File: src/rtl/issue_queue_pkg.sv
// Shared types and core-configuration defaults for the in-order issue queue.
package issue_queue_pkg;

  localparam int unsigned ISSUE_Q_DEPTH  = 8;
  localparam int unsigned NR_ISSUE_PORTS = 2;

  typedef struct packed {
    logic [31:0] pc;
    logic [7:0]  op;
    logic [4:0]  rd;
  } scoreboard_entry_t;

  function automatic logic [31:0] popcount(input logic [31:0] v);
    logic [31:0] cnt;
    cnt = '0;
    for (int i = 0; i < 32; i++) begin
      cnt = cnt + 32'(v[i]);
    end
    return cnt;
  endfunction

endpackage

File: src/rtl/issue_branch_gate.sv
// Marks which issue lanes fit under the in-flight control-flow limit, given the
// prefix count of control-flow entries in front of each lane.
module issue_branch_gate
  import issue_queue_pkg::*;
#(
  parameter int unsigned NR_LANES        = 2,
  parameter int unsigned MAX_INFLIGHT_BR = 1,
  parameter int unsigned BR_W            = 1
) (
  input  logic [NR_LANES-1:0] i_ctrl,
  input  logic [BR_W-1:0]     i_br_inflight,
  output logic [NR_LANES-1:0] o_lane_ok
);

  logic [31:0] w_acc;

  // Prefix sums are monotonic, so the resulting mask is always a prefix.
  always_comb begin
    w_acc     = 32'(i_br_inflight);
    o_lane_ok = '0;
    for (int k = 0; k < NR_LANES; k++) begin
      w_acc        = w_acc + 32'(i_ctrl[k]);
      o_lane_ok[k] = (w_acc <= 32'(MAX_INFLIGHT_BR));
    end
  end

endmodule

File: src/rtl/issue_queue.sv
// Multi-lane in-order issue buffer: circular storage with a registered count and
// issue throttling past unresolved control-flow instructions.
module issue_queue
  import issue_queue_pkg::*;
#(
  parameter int unsigned DEPTH           = ISSUE_Q_DEPTH,
  parameter int unsigned NR_ENQ_PORTS    = NR_ISSUE_PORTS,
  parameter int unsigned NR_DEQ_PORTS    = NR_ISSUE_PORTS,
  parameter int unsigned MAX_INFLIGHT_BR = 1
) (
  input  logic                                 clk_i,
  input  logic                                 rst_ni,
  input  logic                                 flush_i,
  input  logic                                 flush_unissued_instr_i,
  input  scoreboard_entry_t [NR_ENQ_PORTS-1:0] enq_instr_i,
  input  logic [NR_ENQ_PORTS-1:0]              enq_ctrl_flow_i,
  input  logic [NR_ENQ_PORTS-1:0]              enq_valid_i,
  output logic [NR_ENQ_PORTS-1:0]              enq_ack_o,
  output scoreboard_entry_t [NR_DEQ_PORTS-1:0] issue_instr_o,
  output logic [NR_DEQ_PORTS-1:0]              issue_valid_o,
  input  logic [NR_DEQ_PORTS-1:0]              issue_ack_i,
  input  logic                                 resolve_branch_i,
  output logic [$clog2(DEPTH+1)-1:0]           count_o,
  output logic                                 full_o,
  output logic                                 empty_o
);

  localparam int unsigned PtrW = $clog2(DEPTH);
  localparam int unsigned CntW = $clog2(DEPTH+1);
  localparam int unsigned BrW  = $clog2(MAX_INFLIGHT_BR+1);

  scoreboard_entry_t r_mem [DEPTH];
  logic [DEPTH-1:0]  r_ctrl;
  logic [PtrW-1:0]   r_rd_ptr;
  logic [PtrW-1:0]   r_wr_ptr;
  logic [CntW-1:0]   r_count;
  logic [BrW-1:0]    r_br_inflight;

  logic                    w_any_flush;
  logic [CntW-1:0]         w_free;
  logic [NR_DEQ_PORTS-1:0] w_lane_ctrl;
  logic [NR_DEQ_PORTS-1:0] w_lane_ok;
  logic [NR_DEQ_PORTS-1:0] w_issue_ack;
  logic [CntW-1:0]         w_n_enq;
  logic [CntW-1:0]         w_n_issue;
  logic [BrW-1:0]          w_n_br;
  logic                    w_resolve;

  assign w_any_flush = flush_i || flush_unissued_instr_i;
  // Free space from the registered count only: no issue_ack -> enq_ack path.
  assign w_free      = CntW'(DEPTH) - r_count;

  always_comb begin
    enq_ack_o = '0;
    for (int k = 0; k < NR_ENQ_PORTS; k++) begin
      enq_ack_o[k] = rst_ni && !w_any_flush && enq_valid_i[k] && (32'(k) < 32'(w_free));
    end
  end

  always_comb begin
    w_lane_ctrl   = '0;
    issue_instr_o = '0;
    for (int k = 0; k < NR_DEQ_PORTS; k++) begin
      issue_instr_o[k] = r_mem[r_rd_ptr + PtrW'(k)];
      w_lane_ctrl[k]   = r_ctrl[r_rd_ptr + PtrW'(k)];
    end
  end

  issue_branch_gate #(
    .NR_LANES        (NR_DEQ_PORTS),
    .MAX_INFLIGHT_BR (MAX_INFLIGHT_BR),
    .BR_W            (BrW)
  ) u_branch_gate (
    .i_ctrl        (w_lane_ctrl),
    .i_br_inflight (r_br_inflight),
    .o_lane_ok     (w_lane_ok)
  );

  always_comb begin
    issue_valid_o = '0;
    for (int k = 0; k < NR_DEQ_PORTS; k++) begin
      issue_valid_o[k] = rst_ni && !w_any_flush && w_lane_ok[k] && (32'(k) < 32'(r_count));
    end
  end

  assign w_issue_ack = issue_ack_i & issue_valid_o;
  assign w_n_enq     = CntW'(popcount(32'(enq_ack_o)));
  assign w_n_issue   = CntW'(popcount(32'(w_issue_ack)));
  assign w_n_br      = BrW'(popcount(32'(w_issue_ack & w_lane_ctrl)));
  // A resolve with nothing in flight is dropped so the counter cannot underflow.
  assign w_resolve   = resolve_branch_i && (r_br_inflight != '0);

  always_ff @(posedge clk_i) begin
    if (!rst_ni) begin
      r_rd_ptr      <= '0;
      r_wr_ptr      <= '0;
      r_count       <= '0;
      r_br_inflight <= '0;
    end else if (w_any_flush) begin
      r_rd_ptr <= '0;
      r_wr_ptr <= '0;
      r_count  <= '0;
      if (flush_i) begin
        r_br_inflight <= '0;
      end else begin
        r_br_inflight <= r_br_inflight - BrW'(w_resolve);
      end
    end else begin
      r_rd_ptr      <= r_rd_ptr + PtrW'(w_n_issue);
      r_wr_ptr      <= r_wr_ptr + PtrW'(w_n_enq);
      r_count       <= r_count + w_n_enq - w_n_issue;
      r_br_inflight <= r_br_inflight + w_n_br - BrW'(w_resolve);
    end
  end

  always_ff @(posedge clk_i) begin
    for (int k = 0; k < NR_ENQ_PORTS; k++) begin
      if (enq_ack_o[k]) begin
        r_mem[r_wr_ptr + PtrW'(k)]  <= enq_instr_i[k];
        r_ctrl[r_wr_ptr + PtrW'(k)] <= enq_ctrl_flow_i[k];
      end
    end
  end

  assign count_o = r_count;
  assign full_o  = (r_count == CntW'(DEPTH));
  assign empty_o = (r_count == '0);

  always_ff @(posedge clk_i) begin
    if (rst_ni) begin
      assert ((enq_valid_i & (enq_valid_i + NR_ENQ_PORTS'(1))) == '0);
      assert ((issue_ack_i & (issue_ack_i + NR_DEQ_PORTS'(1))) == '0);
      assert ((issue_ack_i & ~issue_valid_o) == '0);
      assert (32'(r_count) <= 32'(DEPTH));
      assert (!(resolve_branch_i && !flush_i && r_br_inflight == '0));
    end
  end

endmodule

File: config.mk
export PLATFORM = sky130hd
export DESIGN_NAME = issue_queue
export DESIGN_NICKNAME = d
export VERILOG_FILES = /design/src/rtl/issue_queue_pkg.sv /design/src/rtl/issue_branch_gate.sv /design/src/rtl/issue_queue.sv
export SDC_FILE = /design/constraint.sdc
export NUM_CORES = 1
export LEC_CHECK = 0
export BUFFER_PORTS_ARGS = -buffer_cell sky130_fd_sc_hd__clkbuf_2
export CAP_MARGIN = 40
export CORE_AREA = 8 8 211 213
export CTS_CLUSTER_DIAMETER = 100
export DETAILED_ROUTE_END_ITERATION = 8
export DIE_AREA = 0 0 219 221
export GPL_TIMING_DRIVEN = 0
export PLACE_DENSITY = 0.85
export SYNTH_ARGS = -nofsm -noshare
export SYNTH_HDL_FRONTEND = slang
export SYNTH_SLANG_ARGS = --single-unit
File: constraint.sdc
create_clock -name clk_i -period 6.72 [get_ports clk_i]
set_clock_uncertainty 0.2 [all_clocks]
set_input_delay 0.336 -clock clk_i [delete_from_list [all_inputs] [get_ports clk_i]]
set_output_delay 0.336 -clock clk_i [all_outputs]
set_load 0.02 [all_outputs]
# Word level (Yosys, flattened, before mapping)
# Memory sizes are Yosys's and may differ from the RTL's. A register that Yosys moved wholly into a read port is not among the register bits.
# Cells that the tools add are included.
[word_totals]
ff_bits = 19
latchBits = 0
mem_bits_rw = 360
romBits = 0
in_bits = 101
output_inout_bits = 100
wordCells = 102
n_memories = 1
[classes]
n_addsub = 45
mul = 0
div = 0
magnitude_cmp = 12
n_eq_ne = 1
n_shift = 0
muxes = 19
bitwise_logic = 3
n_reduce_logical = 16
[mem_list]
columns = ["name", "words", "width", "rd", "rd_clocked_by_memory_dff", "wr", "line", "rtl"]
rows = [
  ["r_mem", 8, 45, 2, 1, 2, "issue_queue.sv:32", "scoreboard_entry_t r_mem [DEPTH];"],
]
[op_table]
columns = ["op", "count"]
rows = [
  ["32-bit by 1-bit less-or-equal comparator with 1-bit output, second input constant", 2],
  ["32-bit by 1-bit adder with 32-bit output", 1],
  ["1-bit adder, second input constant", 30],
  ["8-bit bitwise mux", 2],
  ["1-bit by 4-bit < comparator with 1-bit output, first input constant", 4],
  ["3-bit by 4-bit < comparator with 1-bit output, second input constant", 4],
  ["8-bit two-way mux", 2],
  ["1-bit logical AND", 12],
  ["1-bit two-way mux", 10],
  ["1-bit by 1-bit adder with 2-bit output", 3],
  ["3-bit by 1-bit adder with 3-bit output, second input constant", 2],
  ["3-bit by 2-bit adder with 3-bit output", 2],
  ["1-bit binary-select mux with 3-bit select", 2],
  ["1-bit demux with 3-bit select", 2],
  ["3-bit by 1-bit greater-or-equal comparator with 1-bit output, second input constant", 2],
  ["4-bit by 2-bit adder with 4-bit output", 1],
  ["2-bit bitwise AND", 2],
  ["4-bit == test, second input constant", 1],
  ["4-bit zero test", 1],
  ["4-bit by 2-bit subtractor with 4-bit output", 1],
  ["4-bit subtractor, first input constant", 1],
  ["3-bit two-way mux", 1],
  ["1-bit adder", 2],
  ["2-bit OR reduction", 1],
  ["other kinds (4)", 5],
]

# Longest topological paths before layout
[logic_depth]
depth_word = 43
mapped_depth = 16
ltp_nobuf = 15

# Cells and area by module
# A second synthesis with hierarchy kept.
[hier_totals]
hier_cells = 1236
area_unflattened_um2 = 21926.0
[by_module_without_submodules]
columns = ["mod", "instances", "cells_per_inst", "area_per_inst_um2", "seq_area_each_um2"]
rows = [
  ["issue_queue", 1, 1230, 21878.5, 11190.7],
  ["issue_branch_gate", 1, 6, 47.5, 0.0],
]

# Least setup slack after synthesis
# Ideal clock, no wire load.
[synth_path]
kind = "register to register"
from = "register r_count[1] (netlist: count_o[1])"
to = "memory r_mem[1][0] in the netlist's numbering, enable pin"
setup_time_ns = 0.510
t_arrival_ns = 4.643
required_time_ns = 6.010
path_slack_ns = 1.367
path_stages_with_launch = 8
n_path_buf = 0
synth_period_minus_slack_ns = 5.353
cell_sequence = "dfxtp_1 inv_1 ha_1 nand2b_1 o32ai_4 nand2_1 nand2_1 o21ai_0"
[synth_rtl]
columns = ["element", "line", "rtl"]
rows = [
  ["start, declared", "issue_queue.sv:36", "logic [CntW-1:0] r_count;"],
  ["start signal, assigned", "issue_queue.sv:111", "r_count <= r_count + w_n_enq - w_n_issue;"],
  ["end, declared", "issue_queue.sv:32", ""],
]

# Worst setup path in the final report
[layout_path]
from = "register r_rd_ptr[0]"
to = "register r_count[3] (netlist: count_o[3])"
[layout_via]
elab_chain_cells = 10
elab_cells_between_ends = 16
classes_between = "add/sub: 5; order compare: 2; mux: 4; bitwise: 1; reduce/logical: 4"
[layout_lines]
columns = ["element", "line", "rtl"]
rows = [
  ["start, declared", "issue_queue.sv:34", "logic [PtrW-1:0] r_rd_ptr;"],
  ["start signal, assigned", "issue_queue.sv:109", "r_rd_ptr <= r_rd_ptr + PtrW'(w_n_issue);"],
  ["3-bit by 1-bit adder with 3-bit output or 1-bit binary-select mux with 3-bit select (tied branches)", "issue_queue.sv:65", "w_lane_ctrl[k] = r_ctrl[r_rd_ptr + PtrW'(k)];"],
  ["1-bit binary-select mux with 3-bit select or 1-bit two-way mux (tied branches)", "issue_queue.sv:65", ""],
  ["1-bit two-way mux (implied by the code) or 1-bit by 1-bit adder with 2-bit output (tied branches)", "issue_queue.sv:65, issue_branch_gate.sv:22", ""],
  ["32-bit by 1-bit adder with 32-bit output", "issue_branch_gate.sv:22", "w_acc = w_acc + 32'(i_ctrl[k]);"],
  ["32-bit by 1-bit less-or-equal comparator with 1-bit output", "issue_branch_gate.sv:23", "o_lane_ok[k] = (w_acc <= 32'(MAX_INFLIGHT_BR));"],
  ["1-bit logical AND (2 in a row)", "issue_queue.sv:82", "issue_valid_o[k] = rst_ni && !w_any_flush && w_lane_ok[k] && (32'(k) < 32'(r_count));"],
  ["2-bit bitwise AND *", "issue_queue.sv:86", "assign w_issue_ack = issue_ack_i & issue_valid_o;"],
  ["1-bit by 1-bit adder with 2-bit output *", "issue_queue_pkg.sv:17", "cnt = cnt + 32'(v[i]);"],
  ["4-bit by 2-bit subtractor with 4-bit output *", "issue_queue.sv:111", ""],
]
# Every way passes the cells marked *; elsewhere a longest branch is shown, timed or not. The select of a mux whose other input is x is not followed.
# A chain may end at the register's enable or synchronous reset.

==> run metrics <==
hold crit path type=in2reg; multi-input gate area in the final layout=between 10000 and 15000 µm²; total grt overflow=0; Residual DRC=0; Crit path required time=a little under 7 ns; total track usage=roughly 28%; Port-buffer cells=200; Post-CTS Resized=0; Initial Util=53.9%; final setup vio count=0; DRT Pass-1 Iters=5; CTS tree=built; CP endpoint kind=flip-flop; Final Hold Fails=0; Synth Instances=about 1.4k; Syn Area/Cell=between 15 and 20 µm²; most frequent cells in the layout=360 x edfxtp_1, 321 x mux2_2, 200 x clkbuf_2; RSZ-0062 raised after global routing=false; antenna violations before repair=6; Layout area overhead=20.9%; Power Density=191 nW/µm²; area taken by flip-flops and latches=11200 µm²; max_cap viols=0; Die Y=221 µm; number of global-route vias before repair=between 15k and 20k; final cell count without fillers=2301; fillcell total=between 2k and 3k; Final ANT Viol Nets=0; row count=75; dpl cells=2120; Max Freq=around 220 MHz; Sink Count=between 300 and 400; Slew headroom=36.8%; Unique masters post-synth=60; core footprint=41300 µm²; global-route wire length before repair=101 mm; LEAKAGE=about 9.5 nW; Cell Area, Synth=approximately 22000 µm²; 1st-iter DRT viols=just over 2k; final cell utilization of the core=65.1%; Final #Nets=1850; Die ar.=48400 µm²; Critical Path Source Type=flip-flop; flops & latches, synth=approximately 380; H-tree levels=2; proportion of synthesized chip area in sequential cells=50.3%; YS warnings=0; Fin Hold WS=0.00723 ns; maximum vdd ir drop=0.150 mV; Hold Path Cell Cnt=2; Hold-fix buffers, CTS=roughly 110; actual slew at the worst max-slew pin=about 0.95 ns; outcome=completed; layout cells sized above 1=between 50 and 60%; routed len/inst=around 30 µm; Mapped Nets=about 1.5k; Setup Fix Bufs, Post-CTS=0; most common cell after layout, fill and taps aside=edfxtp_1; crit path time final=~4.6 ns; final wirelength=just under 70 mm; routability cong.=between 0.9 and 1; CTS max path bufs=3; Synth async-reset ratio=0%; HPWL Detailed=46.2 mm; Chip Width=between 200 and 250 µm; EDFF count, synth=360; Top-Level Pins=201; Final Cycle Share=69.2%; CTS Buf Count=40; critical path class=reg2reg; Vias/cell=around 6.7; crit path DAT=about 4.9 ns; Worst Reg-to-Reg Cells=14; Setup TNS=0 ns; fin. max-slew vios=0; CTS clock-pin slew for the worst setup and hold paths=roughly 0.060 ns; CP max FO=10; Main synth FF type=edfxtp_1; Root Driver=clkbuf_16; via count=15.4k; largest net degree at the start of global routing=22; Skew-Pair Late Insertion Delay=0.55 ns
[where the power goes]
group          internal [mW]  total [mW]  switching (mW)
Sequential              2.60        2.61         0.00883
Combinational          0.183       0.353           0.170
Clock                   1.25        2.18           0.931
Total                   4.03        5.14            1.11
[final cells by class]
type                            count  share of cell area (%)
Clock buffer                       52                    4.16
Multi-Input combinational cell    858                    39.2
Clock inverter                     20                   0.549
Antenna cell                        3                  0.0279
Sequential cell                   379                    41.6
Tap cell                          539                    2.51
Inverter                           20                   0.279
Buffer                             97                    1.95
Timing Repair Buffer              333                    9.73
[worst max-delay path: stages (launching register included)]
cell	delay, ns
dfxtp_1	0.41
ha_1	0.39
clkbuf_1	0.57
mux4_2	0.59
mux2i_1	0.38
fa_1	0.26
and4_1	0.21
ha_1	0.22
fa_1	0.48
inv_1	0.08
ha_1	0.23
a21o_1	0.16
a21oi_1	0.17
xnor2_1	0.14
nor2_1	0.05
[cell usage after synthesis, drive strengths merged (2+ instances only)]
master     n  area (µm²)
a211o      2        17.5
a211oi     2        25.0
a21o       2        15.0
a21oi      3        15.0
a22oi      2        15.0
a2bb2oi    2        17.5
a31oi      6        37.5
and2       8        50.1
buf       69         420
clkbuf    28         105
dfxtp     19         380
edfxtp   360       10800
fa         5         100
ha        15         188
inv       20        75.1
mux2     405        4690
mux2i      2        20.0
mux4     184        4140
nand2    139         522
nand2b     5        31.3
nand3      4        20.0
nand4bb    2        22.5
nor2      14        52.6
nor2b      2        12.5
nor3       4        25.0
nor3b      3        27.5
nor4       3        18.8
o211ai     2        20.0
o21a       2        15.0
o21ai     11        55.1
o21bai     2        15.0
o31a       2        17.5
o31ai      4        30.0
or3b       2        17.5
xnor2      3        26.3
xor2       4        42.6
[worst paths after layout]
kind	start	endpoint	slack [ns]
setup / recovery	r_rd_ptr[0]	count_o[3]	2.07
setup reg to reg	r_rd_ptr[0]	count_o[3]	2.07
hold / removal	enq_instr_i[52]	r_mem[4][7]	0.007
hold reg to reg	r_ctrl[1]	r_ctrl[1]	0.31
[cells by family (layout without fill, tap and decap cells)]
group / Yosys count / in the layout / synth area share (%)
AO/OA/AOI/OAI: 45 / 45 / 1.54
AND/OR/NAND/NOR: 194 / 194 / 3.93
other: 0 / 3 / 0
adder cells (fa/ha/maj): 20 / 20 / 1.29
buffers and inverters: 117 / 522 / 2.70
multiplexers: 591 / 591 / 39.8
XOR/XNOR: 8 / 8 / 0.411
flip-flops: 379 / 379 / 50.3
[through the flow]
step	worst slack, ns	cell area (µm²)	power, mW
floorplan	1.37	22200	2.82
global placement	-2.56	23900	2.93
detailed placement	2.15	24600	2.95
CTS	2.15	26900	5.13
global route	1.87	26900	5.25
finish	2.07	26900	5.14
[registers in the layout (all words and copies together) (netlist names)]
signal and count:
r_mem 360, r_ctrl 8, count_o 4, r_rd_ptr 3, r_wr_ptr 3, r_br_inflight 1
[metal layers]
| layer | global-route usage, % | vias to the layer above | part of all wire, % |
|---|---|---|---|
| li1 | - | 6230 | - |
| met1 | 36.2 | 7709 | 36 |
| met2 | 43.7 | 1219 | 47 |
| met3 | 7.15 | 229 | 12 |
| met4 | 12.5 | 8 | 4.5 |
| met5 | 0 | - | 0.071 |
(Power assumes the default switching activity.)
